--- src/rtl/dwt_sample_pairer_if.sv ---
// Sample-in / pair-out bundle between the EEG sample source, the pairer and the dwt stage.
// The slave modport is the pairer; the master modport is the surrounding logic (or bench).
interface dwt_sample_pairer_if #(
  parameter int DATA_W = 8,
  parameter int IDX_W  = 8
);
  logic              s_valid;
  logic              s_ready;
  logic [DATA_W-1:0] s_data;
  logic              s_last;
  logic              m_ready;
  logic              pair_valid;
  logic [DATA_W-1:0] pair_a;
  logic [DATA_W-1:0] pair_b;
  logic              pair_last;
  logic              pair_pad;
  logic [IDX_W-1:0]  pair_idx;
  logic              coef_valid;
  logic              coef_last;
  logic [1:0]        dbg_state;

  modport slave (
    input  s_valid, s_data, s_last, m_ready,
    output s_ready, pair_valid, pair_a, pair_b, pair_last, pair_pad, pair_idx,
           coef_valid, coef_last, dbg_state
  );

  modport master (
    output s_valid, s_data, s_last, m_ready,
    input  s_ready, pair_valid, pair_a, pair_b, pair_last, pair_pad, pair_idx,
           coef_valid, coef_last, dbg_state
  );
endinterface

--- src/rtl/dwt_sample_pairer.sv ---
// Groups a serial signed sample stream into (even, odd) pairs for the dwt stage, pads
// odd-length frames by duplicating the last sample, and emits a coef sideband one cycle late.
//
// Handshakes: a sample moves when s_valid && s_ready on a rising clk edge; a pair moves when
// pair_valid && m_ready. Once raised, pair_valid and the pair fields hold until the pair moves.
// s_ready is combinational and may depend on m_ready; upstream must hold s_data while stalled.
module dwt_sample_pairer #(
  parameter int DATA_W = 8,
  parameter int IDX_W  = 8
) (
  input logic               clk,
  input logic               rst_n,
  dwt_sample_pairer_if.slave bus
);

  typedef enum logic [1:0] {
    EMPTY = 2'd0,
    HALF  = 2'd1,
    FULL  = 2'd2
  } state_t;

  state_t            state_q, state_d;
  logic [DATA_W-1:0] pair_a_q, pair_a_d;
  logic [DATA_W-1:0] pair_b_q, pair_b_d;
  logic              pair_last_q, pair_last_d;
  logic              pair_pad_q, pair_pad_d;
  logic [IDX_W-1:0]  pair_idx_q, pair_idx_d;
  logic              coef_valid_q, coef_last_q;
  logic              accept, xfer, pair_valid;

  assign pair_valid  = (state_q == FULL);
  assign bus.s_ready = rst_n && ((state_q != FULL) || bus.m_ready);
  assign accept      = bus.s_valid && bus.s_ready;
  assign xfer        = pair_valid && bus.m_ready;

  always_ff @(posedge clk or negedge rst_n) begin
    if (!rst_n) begin
      state_q      <= EMPTY;
      pair_a_q     <= '0;
      pair_b_q     <= '0;
      pair_last_q  <= 1'b0;
      pair_pad_q   <= 1'b0;
      pair_idx_q   <= '0;
      coef_valid_q <= 1'b0;
      coef_last_q  <= 1'b0;
    end else begin
      state_q      <= state_d;
      pair_a_q     <= pair_a_d;
      pair_b_q     <= pair_b_d;
      pair_last_q  <= pair_last_d;
      pair_pad_q   <= pair_pad_d;
      pair_idx_q   <= pair_idx_d;
      coef_valid_q <= xfer;
      coef_last_q  <= xfer && pair_last_q;
    end
  end

  // An accept while FULL implies a transfer in the same cycle (s_ready needs m_ready there),
  // so after the transfer clause FULL behaves exactly like EMPTY for the incoming sample.
  always_comb begin
    state_d     = state_q;
    pair_a_d    = pair_a_q;
    pair_b_d    = pair_b_q;
    pair_last_d = pair_last_q;
    pair_pad_d  = pair_pad_q;
    pair_idx_d  = pair_idx_q;

    if (xfer) begin
      state_d    = EMPTY;
      pair_idx_d = pair_last_q ? '0 : pair_idx_q + {{(IDX_W-1){1'b0}}, 1'b1};
    end

    if (accept) begin
      case (state_q)
        HALF: begin
          pair_b_d    = bus.s_data;
          pair_last_d = bus.s_last;
          pair_pad_d  = 1'b0;
          state_d     = FULL;
        end
        EMPTY, FULL: begin
          pair_a_d = bus.s_data;
          if (bus.s_last) begin
            pair_b_d    = bus.s_data;
            pair_pad_d  = 1'b1;
            pair_last_d = 1'b1;
            state_d     = FULL;
          end else begin
            state_d = HALF;
          end
        end
        default: state_d = EMPTY;
      endcase
    end
  end

  assign bus.pair_valid = pair_valid;
  assign bus.pair_a     = pair_a_q;
  assign bus.pair_b     = pair_b_q;
  assign bus.pair_last  = pair_last_q;
  assign bus.pair_pad   = pair_pad_q;
  assign bus.pair_idx   = pair_idx_q;
  assign bus.coef_valid = coef_valid_q;
  assign bus.coef_last  = coef_last_q;
  assign bus.dbg_state  = state_q;

endmodule

--- src/flat_wrapper.sv ---
// flat-port wrapper written by rule: the top's interface ports become plain ports
module dwt_sample_pairer_flat 
#(
  parameter int DATA_W = 8,
  parameter int IDX_W  = 8
)
  (clk, rst_n, bus_s_valid, bus_s_data, bus_s_last, bus_m_ready, bus_s_ready, bus_pair_valid, bus_pair_a, bus_pair_b, bus_pair_last, bus_pair_pad, bus_pair_idx, bus_coef_valid, bus_coef_last, bus_dbg_state);
  dwt_sample_pairer_if #(.DATA_W(DATA_W), .IDX_W(IDX_W)) bus_i ();
  input logic clk;
  input logic rst_n;
  input wire logic [$bits(bus_i.s_valid)-1:0] bus_s_valid;
  input wire logic [$bits(bus_i.s_data)-1:0] bus_s_data;
  input wire logic [$bits(bus_i.s_last)-1:0] bus_s_last;
  input wire logic [$bits(bus_i.m_ready)-1:0] bus_m_ready;
  output wire logic [$bits(bus_i.s_ready)-1:0] bus_s_ready;
  output wire logic [$bits(bus_i.pair_valid)-1:0] bus_pair_valid;
  output wire logic [$bits(bus_i.pair_a)-1:0] bus_pair_a;
  output wire logic [$bits(bus_i.pair_b)-1:0] bus_pair_b;
  output wire logic [$bits(bus_i.pair_last)-1:0] bus_pair_last;
  output wire logic [$bits(bus_i.pair_pad)-1:0] bus_pair_pad;
  output wire logic [$bits(bus_i.pair_idx)-1:0] bus_pair_idx;
  output wire logic [$bits(bus_i.coef_valid)-1:0] bus_coef_valid;
  output wire logic [$bits(bus_i.coef_last)-1:0] bus_coef_last;
  output wire logic [$bits(bus_i.dbg_state)-1:0] bus_dbg_state;
  assign bus_i.s_valid = bus_s_valid;
  assign bus_i.s_data = bus_s_data;
  assign bus_i.s_last = bus_s_last;
  assign bus_i.m_ready = bus_m_ready;
  assign bus_s_ready = bus_i.s_ready;
  assign bus_pair_valid = bus_i.pair_valid;
  assign bus_pair_a = bus_i.pair_a;
  assign bus_pair_b = bus_i.pair_b;
  assign bus_pair_last = bus_i.pair_last;
  assign bus_pair_pad = bus_i.pair_pad;
  assign bus_pair_idx = bus_i.pair_idx;
  assign bus_coef_valid = bus_i.coef_valid;
  assign bus_coef_last = bus_i.coef_last;
  assign bus_dbg_state = bus_i.dbg_state;
  dwt_sample_pairer #(.DATA_W(DATA_W), .IDX_W(IDX_W)) u_core (.clk(clk), .rst_n(rst_n), .bus(bus_i));
endmodule
--- config.mk ---
export PLATFORM = sky130hd
export DESIGN_NAME = dwt_sample_pairer_flat
export DESIGN_NICKNAME = d
export VERILOG_FILES = /design/src/rtl/dwt_sample_pairer_if.sv /design/src/rtl/dwt_sample_pairer.sv /design/src/flat_wrapper.sv
export SDC_FILE = /design/constraint.sdc
export NUM_CORES = 1
export LEC_CHECK = 0
export BUFFER_PORTS_ARGS = -buffer_cell sky130_fd_sc_hd__buf_2
export CORE_MARGIN = 2
export CORE_UTILIZATION = 52
export DETAILED_ROUTE_END_ITERATION = 8
export HOLD_SLACK_MARGIN = 0.06
export MAX_ROUTING_LAYER = met4
export PLACE_DENSITY = 0.88
export SLEW_MARGIN = 10
export SYNTH_ARGS = -nofsm -noshare
export SYNTH_HDL_FRONTEND = slang
export SYNTH_SLANG_ARGS = --single-unit
--- constraint.sdc ---
create_clock -name clk -period 3.85 [get_ports clk]
set_input_delay 0.385 -clock clk [delete_from_list [all_inputs] [get_ports clk]]
set_output_delay 0.385 -clock clk [all_outputs]
set_load 0.03 [all_outputs]
==> results_dict.tcl <==
set metrics [dict create \
    first_global_vias 1016 \
    cp_top_family "buffers and inverters" \
    dieArea_sq_mm 0.002973 \
    yosysWarnings 0 \
    area_growth_pct 20.74 \
    setup_viol 0 \
    fillerInstances 205 \
    wirelength_um 2639 \
    critPathKind "in -> reg" \
    ys.flop_type "dfrtp_1" \
    ir_worst_vdd_v 0.0005337 \
    cts_tree "built" \
    period_minus_slack_ns 1.914 \
    initial_core_util_pct 54.08 \
    root_buffer "clkbuf_4" \
    grt_max_degree 36 \
    cts_setup_buffers 0 \
    cts.sinks 30 \
    ff_latch_area_sq_um 750.7 \
    tns_ns 0 \
    synthArstFlopShare_pct 100.0 \
    ctsHoldBuffers 0 \
    critPathMaxFanout 35 \
    required_ns 4.07 \
    grt_overflow 0 \
    viasPerCell 5.550 \
    drt_iter0_drc 13 \
    synth_area_leader_cell "dfrtp_1" \
    syn_area_sq_mm 0.001328 \
    rsz0062_at_grt "false" \
    port_buffers 44 \
    p_leak_nw 0.7949 \
    clock_path_buffers 2 \
    clock_skew_ns 0.01098 \
    drive_gt1_share_pct 48.67 \
    critPathBufInv 1 \
    synth_nets 117 \
    critical_path_arrival_ns 2.13 \
    whs_ns 0.1070 \
    grtUsageTotal_pct 22.08 \
    synth_cell_types 35 \
    antenna_found_initial 0 \
    fin_util_pct 65.29 \
    syn_inst 103 \
    clk_pin_slew_worst_paths_ns 0.09 \
    fmax_mhz 522.4 \
    nNetsFinal 164 \
    htreeDepth 2 \
    io_pins 45 \
    synth.top_cells.by_area "dfrtp_1 (57%), mux2_2 (14%), a21oi_1 (1.9%)" \
    fp.dieH_um 54.53 \
    worstMarginPinSlew_ns 0.7379 \
    yosysMostFrequentCell "dfrtp_1" \
    synth_top_cells_by_count "dfrtp_1 (30), mux2_2 (16), a21oi_1 (5), nand2_1 (5), o21ai_0 (5)" \
    post-route-period-util_pct 49.72 \
    hpwl_um 1917 \
    hold_path_class "in -> async" \
    num_vias 999 \
    worst_slack_ns 1.936 \
    worst_setup_path_start_kind "input pin" \
    antenna_left 0 \
    drtPass1Iterations 2 \
    gp_congestion 0.7535 \
    drc 0 \
    avgSynthCellArea_sq_um 12.89 \
    cts_resized 0 \
    ys_seq_elements 30 \
    hold_viol 0 \
    status "finished clean" \
    drv_slew 0 \
    num_antenna_cells 0 \
    slowest_stage "buf_2" \
    coreArea_sq_mm 0.002455 \
    synth_edf_count 0 \
    powerDensity_mw_per_mm2 582.2 \
    place_ws_ns 1.536 \
    maxSlewHeadroom_pct 50.81 \
    die_w_um 54.53 \
    multiInputGateArea_sq_um 535.5 \
    critPathMaxStageDelay_ns 0.57 \
    end_kind "flop" \
    ys_seq_area_share_pct 56.55 \
    rows 18 \
    wl_per_cell_um 14.66 \
    clkLatencyLatePin_ns 0.33 \
    cap_violations 0 \
    netlist.area_leader.share_pct 56.55 \
    cts_made_buffers 5 \
    critical_path.cell_chain "buf_2, nand2_2, a211oi_4, mux2_2" \
    grt_pass1_wl_um 4367 \
]
## routing by layer
layer / vias up / wire [um] / track usage [%]
li1: 470 / - / -
met1: 489 / 1093 / 24.33
met2: 34 / 1337 / 36.75
met3: 6 / 164 / 6.557
met4: 0 / 44 / 10.00
met5: - / 0 / -
## final cells by class
| type | count | share of cell area, % |
|---|---|---|
| Clock buffer | 5 | 2.342 |
| Clock inverter | 2 | 0.6245 |
| Inverter | 3 | 0.7026 |
| Multi-Input combinational cell | 66 | 33.41 |
| Sequential cell | 30 | 46.84 |
| Tap cell | 30 | 2.342 |
| Timing Repair Buffer | 44 | 13.74 |
## per-stage QoR
step | std cells | power [mW] | instance area [sq um]
after floorplan | 103 | 0.6732 | 1328
after global placement | 173 | 0.7632 | 1555
after detailed placement | 173 | 0.7758 | 1555
after CTS | 180 | 0.9465 | 1603
after global routing | 180 | 0.9892 | 1603
final | 180 | 0.9332 | 1603
## worst register-to-register path: stages (launching register included)
cell and delay (ns):
dfrtp_1 0.52, nand2b_2 0.27, a211oi_4 0.49, mux2_2 0.40
## power breakdown
part | leakage, nW | internal [mW] | switching [mW]
registers | 0.374 | 0.382 | 0.0500
clock network | 0.0308 | 0.0654 | 0.102
logic | 0.390 | 0.116 | 0.218
total | 0.795 | 0.563 | 0.370
## kinds of logic (layout without fill, tap and decap cells)
family	count (synthesis)	count (layout)	share of synthesized area (%)
xor+xnor	1	1	0.6599
simple gates	27	27	13.76
buf+inv	7	54	3.110
compound gates	21	21	11.40
mux	16	16	13.57
flops	30	30	56.55
fa+ha+maj	1	1	0.9424
## state kept, by name, summed over array words and instances (netlist names)
register / count
u_core.bus.pair_last: 1
u_core.bus.dbg_state: 2
u_core.bus.pair_a: 8
u_core.bus.pair_idx: 8
u_core.bus.coef_last: 1
u_core.bus.pair_pad: 1
u_core.bus.coef_valid: 1
u_core.bus.pair_b: 8
## cell usage in the layout, fill, tap and decap left out, types with 2 or more instances in the layout
| cell | Yosys | layout |
|---|---|---|
| or3_1 | 2 | 2 |
| inv_1 | 3 | 3 |
| or4_1 | 3 | 3 |
| dfrtp_1 | 30 | 30 |
| clkinv_2 | 0 | 2 |
| nand3_1 | 2 | 2 |
| nand2_1 | 5 | 5 |
| mux2_2 | 16 | 16 |
| buf_2 | 0 | 44 |
| clkbuf_4 | 0 | 5 |
| nor2b_1 | 2 | 2 |
| o21ai_0 | 5 | 5 |
| o31ai_1 | 3 | 3 |
| a21oi_1 | 5 | 5 |
| nor2_1 | 3 | 3 |
## final timing paths
| kind | start | to | slack, ns | depth (start not counted) |
|---|---|---|---|---|
| max | rst_n | u_core.bus.pair_b[6] | 1.94 | 4 |
| min | rst_n | u_core.bus.pair_idx[7] | 0.11 | 1 |
| max reg2reg | u_core.bus.dbg_state[0] | u_core.bus.pair_b[6] | 2.06 | 3 |
| min reg2reg | u_core.bus.pair_a[5] | u_core.bus.pair_a[5] | 0.51 | 1 |
| max in group asynchronous | rst_n | u_core.bus.pair_last | 3.27 | 1 |
| min in group clk | bus_s_data[7] | u_core.bus.pair_b[7] | 0.29 | 2 |
No activity file was read; power rests on OpenSTA's default activity.
